$ cat src/rtl/lcu_datapath.sv
// lcu_datapath: strobe-driven datapath returning condition flags to the logic control unit
module lcu_datapath #(
  parameter int W = 8,
  parameter int TIMER_LEN = 4,
  parameter int EVT_MAX = 5
) (
  input  logic         clk,
  input  logic         rst,
  input  logic         y1,
  input  logic         y2,
  input  logic         y3,
  input  logic         y4,
  input  logic         y5,
  input  logic         y6,
  input  logic         y7,
  input  logic         y8,
  input  logic         y9,
  input  logic         y10,
  input  logic         y11,
  input  logic         y12,
  input  logic         y13,
  input  logic         y14,
  input  logic         y15,
  input  logic         y16,
  input  logic         y17,
  input  logic         y18,
  input  logic         y19,
  input  logic         y21,
  input  logic         y22,
  input  logic         y23,
  input  logic         y24,
  input  logic         mode_in,
  input  logic [W-1:0] data_in,
  input  logic         data_valid,
  output logic         data_take,
  output logic [W-1:0] out_data,
  output logic         out_valid,
  input  logic         out_ready,
  output logic         x1,
  output logic         x2,
  output logic         x3,
  output logic         x4,
  output logic         x5,
  output logic         x6,
  output logic         x7,
  output logic         x8,
  output logic         x9,
  output logic         x10,
  output logic         x11,
  output logic         x12,
  output logic         x13,
  output logic         x14,
  output logic         x15
);
  logic [W-1:0] a, b, a_n, b_n;
  logic [W:0] sum;
  logic [3:0] t, t_n, c, c_n;
  logic done, ovf, x15r, dvr;
  logic done_n, ovf_n, carry, hs, emit, drop, ov_n;
  logic unused_strobes;

  assign unused_strobes = ^{y13, y15, y16, y18, y19, y21, y22, y23};

  // next state: operand priority chains, timer, sticky flags, emit handshake, event counter
  always_comb begin
    sum = {1'b0, a} + {1'b0, b};
    carry = y9 & ~y1 & ~y5 & ~y8 & sum[W];
    a_n = y1 ? '0 : y5 ? data_in : y8 ? b : y9 ? sum[W-1:0] : a + W'(y2) - W'(y4);
    b_n = y1 ? '0 : y6 ? data_in : y8 ? a : b + W'(y3) - W'(y14);
    t_n = y7 ? 4'(TIMER_LEN) : (t != 4'd0) ? t - 4'd1 : t;
    done_n = (~y7 & (t == 4'd1)) | (done & ~y10);
    hs = out_valid & out_ready;
    emit = y11 & (~out_valid | hs);
    drop = y11 & out_valid & ~hs;
    ov_n = emit | (out_valid & ~hs);
    ovf_n = carry | drop | (ovf & ~y12);
    c_n = y24 ? 4'd0 : (y17 && (c != 4'(EVT_MAX))) ? c + 4'd1 : c;
  end

  // state register; reset may arrive at any time, even mid-timer or with an emit pending
  always_ff @(posedge clk or posedge rst) begin
    if (rst) begin
      a <= '0;
      b <= '0;
      t <= '0;
      c <= '0;
      done <= 1'b0;
      ovf <= 1'b0;
      x15r <= 1'b0;
      dvr <= 1'b0;
      out_valid <= 1'b0;
      out_data <= '0;
      data_take <= 1'b0;
    end else begin
      a <= a_n;
      b <= b_n;
      t <= t_n;
      c <= c_n;
      done <= done_n;
      ovf <= ovf_n;
      x15r <= mode_in;
      dvr <= data_valid;
      out_valid <= ov_n;
      if (emit) out_data <= a;
      data_take <= (y5 | y6) & data_valid;
    end
  end

  assign x1 = (a == '0);
  assign x2 = a[0];
  assign x3 = (a > b);
  assign x4 = (a == b);
  assign x5 = (b == '0);
  assign x6 = b[0];
  assign x7 = (t != 4'd0);
  assign x8 = done;
  assign x9 = a[W-1];
  assign x10 = b[W-1];
  assign x11 = ovf;
  assign x12 = (c == 4'(EVT_MAX));
  assign x13 = dvr;
  assign x14 = out_valid;
  assign x15 = x15r;
endmodule
$ cat config.mk
export PLATFORM = sky130hd
export DESIGN_NAME = lcu_datapath
export DESIGN_NICKNAME = d
export VERILOG_FILES = /design/src/rtl/lcu_datapath.sv
export SDC_FILE = /design/constraint.sdc
export NUM_CORES = 1
export LEC_CHECK = 0
export ABC_AREA = 1
export CORE_UTILIZATION = 31
export DETAILED_ROUTE_END_ITERATION = 8
export SYNTH_ARGS = -nofsm -noshare
export SYNTH_HDL_FRONTEND = slang
export SYNTH_SLANG_ARGS = --single-unit
export TNS_END_PERCENT = 5
$ cat constraint.sdc
create_clock -name clk -period 1.8 [get_ports clk]
set_input_delay 0.18 -clock clk [delete_from_list [all_inputs] [get_ports clk]]
set_output_delay 0.18 -clock clk [all_outputs]
set_load 0.005 [all_outputs]
Word level (Yosys, flattened, before mapping):

Cells that the tools add are included.

* bits in registers: 38
* logic and storage cells: 67
* input bits: 36

* reductions and logical operators: 6
* $lt $le $gt $ge: 1
* multiplexer cells: 11
* bitwise logic cells: 27
* add/subtract/negate cells: 7
* equality and inequality tests: 4

Operators by type and width (count)
* $mux 8: 7
* $add 8x1->8: 2
* $logic_not 8->1: 2
* $mux 4: 4
* $sub 8x1->8: 2
* $and 1x1->1: 13
* $add 8x8->9: 1
* $eq 8x8->1: 1
* $gt 8x8->1: 1
* $not 1->1: 8
* $or 1x1->1: 6
* $add 4x1->4 const B: 1
* $eq 4x1->1 const B: 1
* $eq 4x3->1 const B: 1
* $ne 4x3->1 const B: 1
* $reduce_bool 2->1: 2
* $reduce_bool 4->1: 1
* $sub 4x1->4 const B: 1
* $logic_and 1x1->1: 1

Depth between registers and ports, before layout:

Gate-level depths: netlist (run 1).

* depth in word-level cells: 7
* mapped depth: 13

Worst setup path after synthesis (run 1):

Ideal clock, no wire load.

* kind: flip-flop to flip-flop
* start point: register a[0]
* end point: register ovf (netlist: x11)
* slack: 98 ps
* period minus slack after synthesis: 1702 ps
* data arrival time: 1575 ps
* cell stages (with the launch flop): 11
* required time: 1673 ps
* cells stage by stage: dfrtp_1 -> ha_1 -> fa_1 -> nand2_1 -> nand2_1 -> nand3_2 -> nand2_1 -> nand2_2 -> a21oi_1 -> o21ai_1 -> nand3_1

* word-level cells in the longest chain between the ends: 4

Ends and longest elaborated chain
* start: declaration: RTL line 55 `logic [W-1:0] a, b, a_n, b_n;`
* start signal: assignment: RTL line 95 `a <= a_n;`
* $add 8x8->9: RTL line 66 `sum = {1'b0, a} + {1'b0, b};`
* $and 1x1->1: RTL line 67 `carry = y9 & ~y1 & ~y5 & ~y8 & sum[W];`
* $or 1x1->1 (2 in series): RTL line 76 `ovf_n = carry | drop | (ovf & ~y12);`
* net ovf_n: RTL line 59 `logic done_n, ovf_n, carry, hs, emit, drop, ov_n;`
* end signal: assignment: RTL line 100 `ovf <= ovf_n;`
* end: declaration: RTL line 58 `logic done, ovf, x15r, dvr;`

The timed path passes the listed nets, and every way through them passes these cells.
A chain may end at the register's enable or synchronous reset.

Final worst setup path (run 1):

* start point: register b[1]
* end point: output x3

* word-level cells in the longest chain between the ends: 1

Ends and longest elaborated chain
* start: declaration: RTL line 55
* start signal: assignment: RTL line 96 `b <= b_n;`
* $gt 8x8->1: RTL line 111 `assign x3 = (a > b);`
* end: declaration: RTL line 41 `output logic x3,`

No other way between the ends.

==> results of run 1 <==
[worst paths after layout]
check / endpoint / from / cells after the start / slack [ps]
worst max-delay path: x3 / b[1]$_DFF_PP0_ / 9 / -100
worst min-delay path: c[0]$_DFFE_PP0P_ / rst / 3 / 310
worst max register to register: a[6]$_DFF_PP0_ / a[1]$_DFF_PP0_ / 12 / -20
worst min register to register: out_data[1]$_DFFE_PP0P_ / out_data[1]$_DFFE_PP0P_ / 2 / 480
max in group asynchronous: c[3]$_DFFE_PP0P_ / rst / 3 / 1150
min in group clk: x15$_DFF_PP0_ / mode_in / 1 / 320
[power breakdown]
| part | switching, W | internal [W] | leakage (nW) | total, W |
|---|---|---|---|---|
| clock | 0.000337 | 0.000556 | 0.0683 | 0.000893 |
| combinational | 0.000793 | 0.000682 | 1.65 | 0.00148 |
| sequential | 0.0000689 | 0.000965 | 0.487 | 0.00103 |
| total | 0.00120 | 0.00220 | 2.20 | 0.00340 |
[per-layer routing]
metal,global-route usage [%],wire length [um],share of wire [%]
met5,0,0,0
met4,4.176,71,0.88
met3,2.736,349,4.3
met2,27.00,3722,46
met1,21.13,3910,49
[flip-flops by register name, summed over array words and instances, names as in the netlist, 4 cells and up]
register,cells
out_data,8
b,8
a,8
c,4
t,4
[synthesized netlist by cell type]
cell type and number:
buf_4 2, clkbuf_8 1, o21ai_0 31, clkbuf_1 5, or2_1 1, fa_1 3
a21oi_4 1, inv_2 6, inv_1 68, o21ai_1 5, nand3_2 5, nor4_1 1
nand3b_1 1, nand4_1 2, o31ai_1 1, nor3_1 4, o211ai_1 6, dfrtp_1 38
nand3_1 33, xnor2_1 1, o21a_1 1, nand2_2 3, xor2_1 5, a21oi_2 3
a31oi_1 1, o21bai_1 1, buf_2 1, nor3b_1 1, nand2_1 79, a21oi_1 37
a21boi_0 1, ha_1 43, nor2_1 26, o22ai_1 2
[final cells by class]
class                      count  area [um^2]
multi-input combinational    298         2043
inverter                      74        280.3
timing repair buffer          94        838.3
clock inverter                 3        68.82
sequential                    38        950.9
clock buffer                   5        68.82
tap                          133        166.4
fill                         999         5358
[kinds of logic after synthesis]
group / after synthesis / synth area share, %
compound gates: 90 / 16.07
xor+xnor: 6 / 1.683
fa+ha+maj: 46 / 19.16
buf+inv: 83 / 10.58
flops: 38 / 30.46
simple gates: 156 / 22.04
[per-stage QoR]
stage / setup slack, ps / total power, W / cell area, um^2 / cells / hold WS, ps
floorplan: 98.00 / 0.001868 / 3122 / 419 / 211.4
global placement: -483.1 / 0.002366 / 4056 / 635 / 464.9
detailed placement: -530.4 / 0.002404 / 4056 / 635 / 474.6
CTS: -223.0 / 0.003343 / 4258 / 643 / 315.2
global route: -218.7 / 0.003665 / 4417 / 645 / 321.2
finish: -95.65 / 0.003402 / 4417 / 645 / 306.0
[what timing repair did]
action | CTS | global route
pin swaps | 7 | 15
endpoints found under the setup margin | 13 | 21
setup buffers | 0 | 2
resized for setup | 25 | 46
hold endpoints to repair | 0 | 0
[worst min-delay path, stage by stage]
cell and delay [ps]:
clkdlybuf4s50_1 390, inv_1 50, buf_4 430
==> metrics, run 1 <==
minimum clock period roughly 1900 ps; Data required, critical path between 1500 and 2000 ps; DRT antenna net count 0; synth top area cells dfrtp_1, ha_1, nand2_1; CTS Buf Count 5; Setup WS post-layout -95.65 ps; cell family contributing the most delay on the critical path flip-flops; leakage power 2.203 nW; # DRC 0; Syn Nets ~500; Iter 0 DRT Violations 95; Slew @ Worst Pin 559.3 ps; Max Slew Vio Count 0; area leader, netlist dfrtp_1; area of the mapped netlist about 3100 um^2; die area 10480 um^2; number of vias per cell 4.636; Worst Path Buf+Inv 3; Netlist cell types 34; vias in the first global route 2823; outcome complete, but fails checks; clock tree buffer depth 2; largest net degree at the start of global routing 39; syn avg cell area 7.450 um^2; most frequent cells in the layout nand2_1, inv_1, clkdlybuf4s50_1; area grow syn2layout 41.48%; Post-Synthesis Cells 419; nets 593; routed len/inst 12.49 um; share of cells above drive strength 1 22.66%; Fin. Hold Viols 0; ant diodes 0; post-route clock period utilization 105.3%; max_cap viols 0; gr ovfl total 0; later-pin clock latency in the skew report 300 ps; DR pass1 iterations 4; Ports between 60 and 70; setup total negative slack -129.4 ps; RSZ-0062 raised after global routing true; Die Span Y approximately 100 um; Max VDD drop ~0.00049 V; Clock transition at path regs 90 ps; first-pass GRT wire length 13120 um; htree depth 2; Seq/Total Area, Yosys 30.46%; CTS root buf clkbuf_8; Hold-fix buffers, CTS 0; Core Area 9774 um^2; slowest stage delay, CP 370 ps; pwr dens 770.4 nW/um^2; gr usage total between 10% and 20%; Layout Skew 8.991 ps; top cell type's share of synthesized area 30.46%; kind of end point of the critical path output port; highest clock rate 527.5 MHz; Worst setup SP type flip-flop; Port Buffers 52; Starting Density 31.94%; Hold WC Path Type in2async; Util after Layout 45.19%; row count 36; Setup CP Type reg2out; Final Wtd Congestion 0.8041; Final HPWL DP 6408 um; Synth warnings 0; CP max FO 2; most common cell after layout, fill and taps aside nand2_1; TritonCTS clock tree done; worst path cell trace inv_2, ha_4, inv_4, nor2_4, nor2_2, o21ai_2, nand4_1, a31oi_2, buf_2; critical path's slowest cell dfrtp_1; initial antenna violation count 0; die width 102.4 um; Via Count between 2k and 3k; flops & latches, synth 38; WP data arrival 1720 ps; final wirelength 8054 um; final setup violation count 4; CTS Sinks 38; Slew HR 62.67%; failing checks negative setup slack
Power figures use the tool's default switching activity.
==> run 2, diff against run 1 <==
==> constraint.sdc (replaced) <==
create_clock -name clk -period 1.75 [get_ports clk]
set_input_delay 0.175 -clock clk [delete_from_list [all_inputs] [get_ports clk]]
set_output_delay 0.175 -clock clk [all_outputs]
set_load 0.005 [all_outputs]
==> run 2 against run 1 <==
  * The run still ends with negative setup slack left
  * Critical path depth fell by 2
  * Core utilization did not move
  * Clock power fell by 28%
  * Critical endpoint unchanged
  * Highest routed layer unchanged
  * Non-clock buffer count rose by 3
==> metrics, run 2 (same netlist as run 1, synthesis figures left out) <==
post-place setup slack -564.1 ps; vias in the first global route roughly 2.9k; highest clock rate 524.0 MHz; RSZ-0062 raised after global routing true; Max VDD drop approximately 0.00028 V; largest net degree at the start of global routing 39; final wirelength about 8300 um; most frequent cells in the layout nand2_1, inv_1, buf_4; Worst setup SP type flip-flop; slowest stage delay, CP around 350 ps; post-route clock period utilization 109.0%; Seq pwr share 33.0%; Port Buffers 52; Final HPWL DP 6585 um; Data required, critical path approximately 1600 ps; Hold WC Path Type in2async; routed len/inst ~13 um; clock share of power 19.7%; Slew @ Worst Pin 550.7 ps; Inst Count DP 638; Setup WS post-layout -158.2 ps; leakage power 2.207 nW; M2 GR Usage 29.07%; Top Usage Layer GRT met2; ant diodes 0; TritonCTS clock tree done; gr usage total 16.74%; kind of end point of the critical path output port; Ports 61; GR Layer Usage met1 21.84%; nets a little under 600; Iter 0 DRT Violations 89; placed instance area 4079 um^2; Die Span Y roughly 100 um; Layout Skew 5.368 ps; outcome complete, but fails checks; post-route cell area ~4400 um^2; DR pass1 iterations 4; Worst Path Buf+Inv 2; Largest regs a: 8 flops, b: 8 flops, out_data: 8 flops; max_cap viols 0; Finished Layout Cells 648; later-pin clock latency in the skew report 300 ps; Filler cells 1001; cell family contributing the most delay on the critical path flip-flops; minimum clock period approximately 1900 ps; pwr dens 732.9 nW/um^2; GR Util met3 2.120%; net switching fraction of the power 37.73%; initial antenna violation count 0; Fin. Hold Viols 0; area grow syn2layout 41.48%; most common cell after layout, fill and taps aside nand2_1; DRT antenna net count 0; P_sw around 0.0012 W; Comb pwr share 47.3%; row count 36; clock tree buffer depth 2; # DRC 0; WP data arrival between 1500 and 2000 ps; Slew HR 63.24%; first-pass GRT wire length 13500 um; final setup violation count 11; Setup CP Type reg2out; Starting Density 31.94%; CTS Sinks 38; failing checks negative setup slack; number of vias per cell 4.613; critical path's slowest cell dfrtp_1; die area around 10000 um^2; Hold-fix buffers, CTS 0; share of cells above drive strength 1 between 20% and 30%; CTS Buf Count 5; Clock transition at path regs 70 ps; CP max FO 3; worst path cell trace inv_1, ha_1, nand2_2, o21ai_2, nand4_1, a31oi_1, buf_2; Max Slew Vio Count 0; htree depth 2; WHS 304.9 ps; cell internal pwr between 0.002 and 0.0025 W; gr ovfl total 0; Core Area about 10000 um^2; CTS root buf clkbuf_8; die width 102.4 um; Via Count 2989; Final Wtd Congestion 0.7960
-- run 2: timing repair --
item                                    4_1_cts  5_1_grt
pin swaps                                     7       16
resized for setup                            37       37
buffers inserted                              1        1
endpoints found under the setup margin       17       20
-- run 2: power groups by stage --
stage	clock network [W]	registers (W)	logic (W)
2_1_floorplan	0	0.00109	0.000830
3_3_place_gp	0	0.00107	0.00137
3_5_place_dp	0	0.00108	0.00141
4_1_cts	0.000662	0.00107	0.00146
5_1_grt	0.000697	0.00108	0.00173
6_report	0.000639	0.00107	0.00153
-- run 2: final timing paths --
check | from | endpoint | slack [ps] | cells past startpoint
worst max-delay path | b[3]$_DFF_PP0_ | x3 | -160 | 7
worst min-delay path | rst | t[3]$_DFFE_PP0P_ | 300 | 3
worst max register to register | a[1]$_DFF_PP0_ | a[6]$_DFF_PP0_ | -110 | 12
worst min register to register | out_data[4]$_DFFE_PP0P_ | out_data[4]$_DFFE_PP0P_ | 480 | 2
max in group asynchronous | rst | a[6]$_DFF_PP0_ | 1090 | 3
min in group clk | mode_in | x15$_DFF_PP0_ | 320 | 1
-- run 2: area by class of cell --
cell class / count / area [um^2] / share of cell area [%]
clock inverters: 1 / 5.005 / 0.1133
inverters: 74 / 277.8 / 6.289
repair buffers: 97 / 869.6 / 19.69
clock buffers: 7 / 86.33 / 1.955
multi-input cells: 298 / 2061 / 46.66
flip-flops and latches: 38 / 950.9 / 21.53
well taps: 133 / 166.4 / 3.768
-- run 2: stage by stage --
stage	setup TNS, ps	utilization [%]	power [W]
after global placement	-5431	41.73	0.002442
after detailed placement	-5989	41.73	0.002492
after global routing	-2070	45.19	0.003511
after CTS	-1078	43.56	0.003188
final	-514.9	45.19	0.003237
after floorplan	0	-	0.001921
-- run 2: per-layer routing --
metal	part of all wire (%)	vias up
li1	-	1564
met1	48	1372
met2	49	47
met3	2.8	6
met4	0.94	0
met5	0	-
-- run 2: worst min-delay path, delay by kind of cell --
family | cells | cell delay (ps)
buffers and inverters | 3 | 870
==> run 3, diff against run 2 <==
--- a/config.mk
+++ b/config.mk
@@ -6,8 +6,10 @@
 export NUM_CORES = 1
 export LEC_CHECK = 0
 export ABC_AREA = 1
-export CORE_UTILIZATION = 31
+export CORE_UTILIZATION = 53
 export DETAILED_ROUTE_END_ITERATION = 8
+export PLACE_DENSITY = 0.82
+export SLEW_MARGIN = 20
 export SYNTH_ARGS = -nofsm -noshare
 export SYNTH_HDL_FRONTEND = slang
 export SYNTH_SLANG_ARGS = --single-unit
==> run 3 against run 2 <==
  * The flow still finishes with violations (negative setup slack)
  * Largest power group unchanged
  * Maximum frequency up 1.2%
  * Non-clock buffer count shrank 3
  * Worst hold slack lost 2.4 ps
  * Cell count decreased by 9.9%
  * Largest cell class unchanged
  * Core utilization is 31 points higher
  * Setup slack better by 23 ps
  * Combinational power barely moved
  * Clock-buffer cell count decreased by 1
==> metrics, run 3 (same netlist as run 1, synthesis figures left out) <==
outcome complete, but fails checks; failing checks negative setup slack; reg2reg start a[4]$_DFF_PP0_; Core Area between 5000 and 6000 um^2; TritonCTS clock tree done; ant diodes 0; die area 6201 um^2; Iter 0 DRT Violations 189; most common cell after layout, fill and taps aside nand2_1; Via Count 3127; Setup CP Type reg2out; area grow syn2layout 36.67%; first-pass GRT wire length roughly 14000 um; number of vias per cell 5.354; slowest stage delay, CP 370 ps; minimum clock period 1885 ps; gr ovfl total 0; CP Launch Point b[1]$_DFF_PP0_; Clock transition at path regs 80 ps; CP max FO 2; later-pin clock latency in the skew report 310 ps; Die Span Y 78.75 um; worst path cell trace inv_2, ha_4, inv_4, nor2_4, nor2_2, o21ai_1, nand4_1, a31oi_1, buf_2; final setup violation count 9; final wirelength 8795 um; vias in the first global route 3135; max_cap viols 0; Max VDD drop 0.0004995 V; Setup WS post-layout -134.9 ps; gr usage total 28.96%; RSZ-0062 raised after global routing true; nets a little under 600; # DRC 0; Ports a little over 60; Slew HR about three fifths; Hold WC Path Type in2reg; DR pass1 iterations 7; leakage power ~2.1 nW; post-route clock period utilization 107.7%; Slew @ Worst Pin 576.8 ps; cell family contributing the most delay on the critical path flip-flops; Inst Count DP around 580; htree depth 2; post-place setup slack -547.1 ps; CTS Sinks 38; routed len/inst ~15 um; hold wc startpoint mode_in; critical path's slowest cell dfrtp_1; Starting Density about 56%; kind of end point of the critical path output port; Layout Skew 6.453 ps; Largest regs a: 8 flops, b: 8 flops, out_data: 8 flops; die width 78.75 um; Port Buffers 52; WP data arrival 1710 ps; clock tree buffer depth 2; Max Slew Vio Count 0; Final HPWL DP 6388 um; initial antenna violation count 0; highest clock rate 530.5 MHz; Data required, critical path 1570 ps; share of cells above drive strength 1 a little over a fifth; pwr dens 772.2 nW/um^2; Worst Path Buf+Inv 3; Util after Layout 76.08%; largest net degree at the start of global routing 39; CTS Buf Count 5; row count 27; Final Wtd Congestion 0.8875; CTS root buf clkbuf_8; Fin. Hold Viols 0; Worst setup SP type flip-flop; DRT antenna net count 0; most frequent cells in the layout nand2_1, inv_1, clkdlybuf4s50_1; Finished Layout Cells 584
## run 3: per-layer routing
| metal | vias up | wire length [um] | track usage (%) |
|---|---|---|---|
| met5 | - | 0 | 0 |
| met4 | 0 | 188 | 10.37 |
| met3 | 20 | 378 | 3.678 |
| met2 | 100 | 4570 | 53.22 |
| met1 | 1455 | 3658 | 34.30 |
| li1 | 1552 | - | - |
## run 3: metrics by stage
stage	instance area (um^2)	total power [W]	hold slack, ps	setup TNS, ps
global placement	3995	0.002425	464.7	-4898
finish	4267	0.003295	302.5	-713.7
global route	4267	0.003523	317.3	-1936
CTS	4154	0.003193	298.3	-1001
detailed placement	3995	0.002499	473.7	-5726
floorplan	3122	0.001921	206.4	0
## run 3: final cells by class
class / count / area (um^2)
well taps: 72 / 90.09
clock inverters: 2 / 12.51
repair buffers: 94 / 835.8
flip-flops and latches: 38 / 950.9
fillers: 417 / 1341
inverters: 74 / 280.3
multi-input cells: 298 / 2014
clock buffers: 6 / 82.58
## run 3: where the power goes
part           leakage, nW  total (W)  internal, W  switching, W
combinational         1.62    0.00156     0.000717      0.000842
clock               0.0472   0.000662     0.000317      0.000345
sequential           0.487    0.00107     0.000993     0.0000811
## run 3: worst register-to-register path: cells and delay by family, from the launching register on
family	cells	cell delay, ps
fa+ha+maj	1	350
buf+inv	3	330
simple gates	7	610
flops	1	380
compound gates	1	150
## run 3: worst paths after layout
check,slack (ps),cells after the start,end
setup / recovery,-130,9,x3
setup reg to reg,-130,12,a[7]$_DFF_PP0_
hold / removal,300,1,x15$_DFF_PP0_
min in group asynchronous,310,3,t[3]$_DFFE_PP0P_
hold reg to reg,490,2,out_data[6]$_DFFE_PP0P_
max in group asynchronous,1100,3,b[3]$_DFF_PP0_
## run 3: what timing repair did
action / 4_1_cts / 5_1_grt
hold buffers: 0 / 0
pin swaps: 6 / 12
buffers inserted: 0 / 1
setup endpoints to repair: 19 / 18
gates resized for setup: 33 / 35
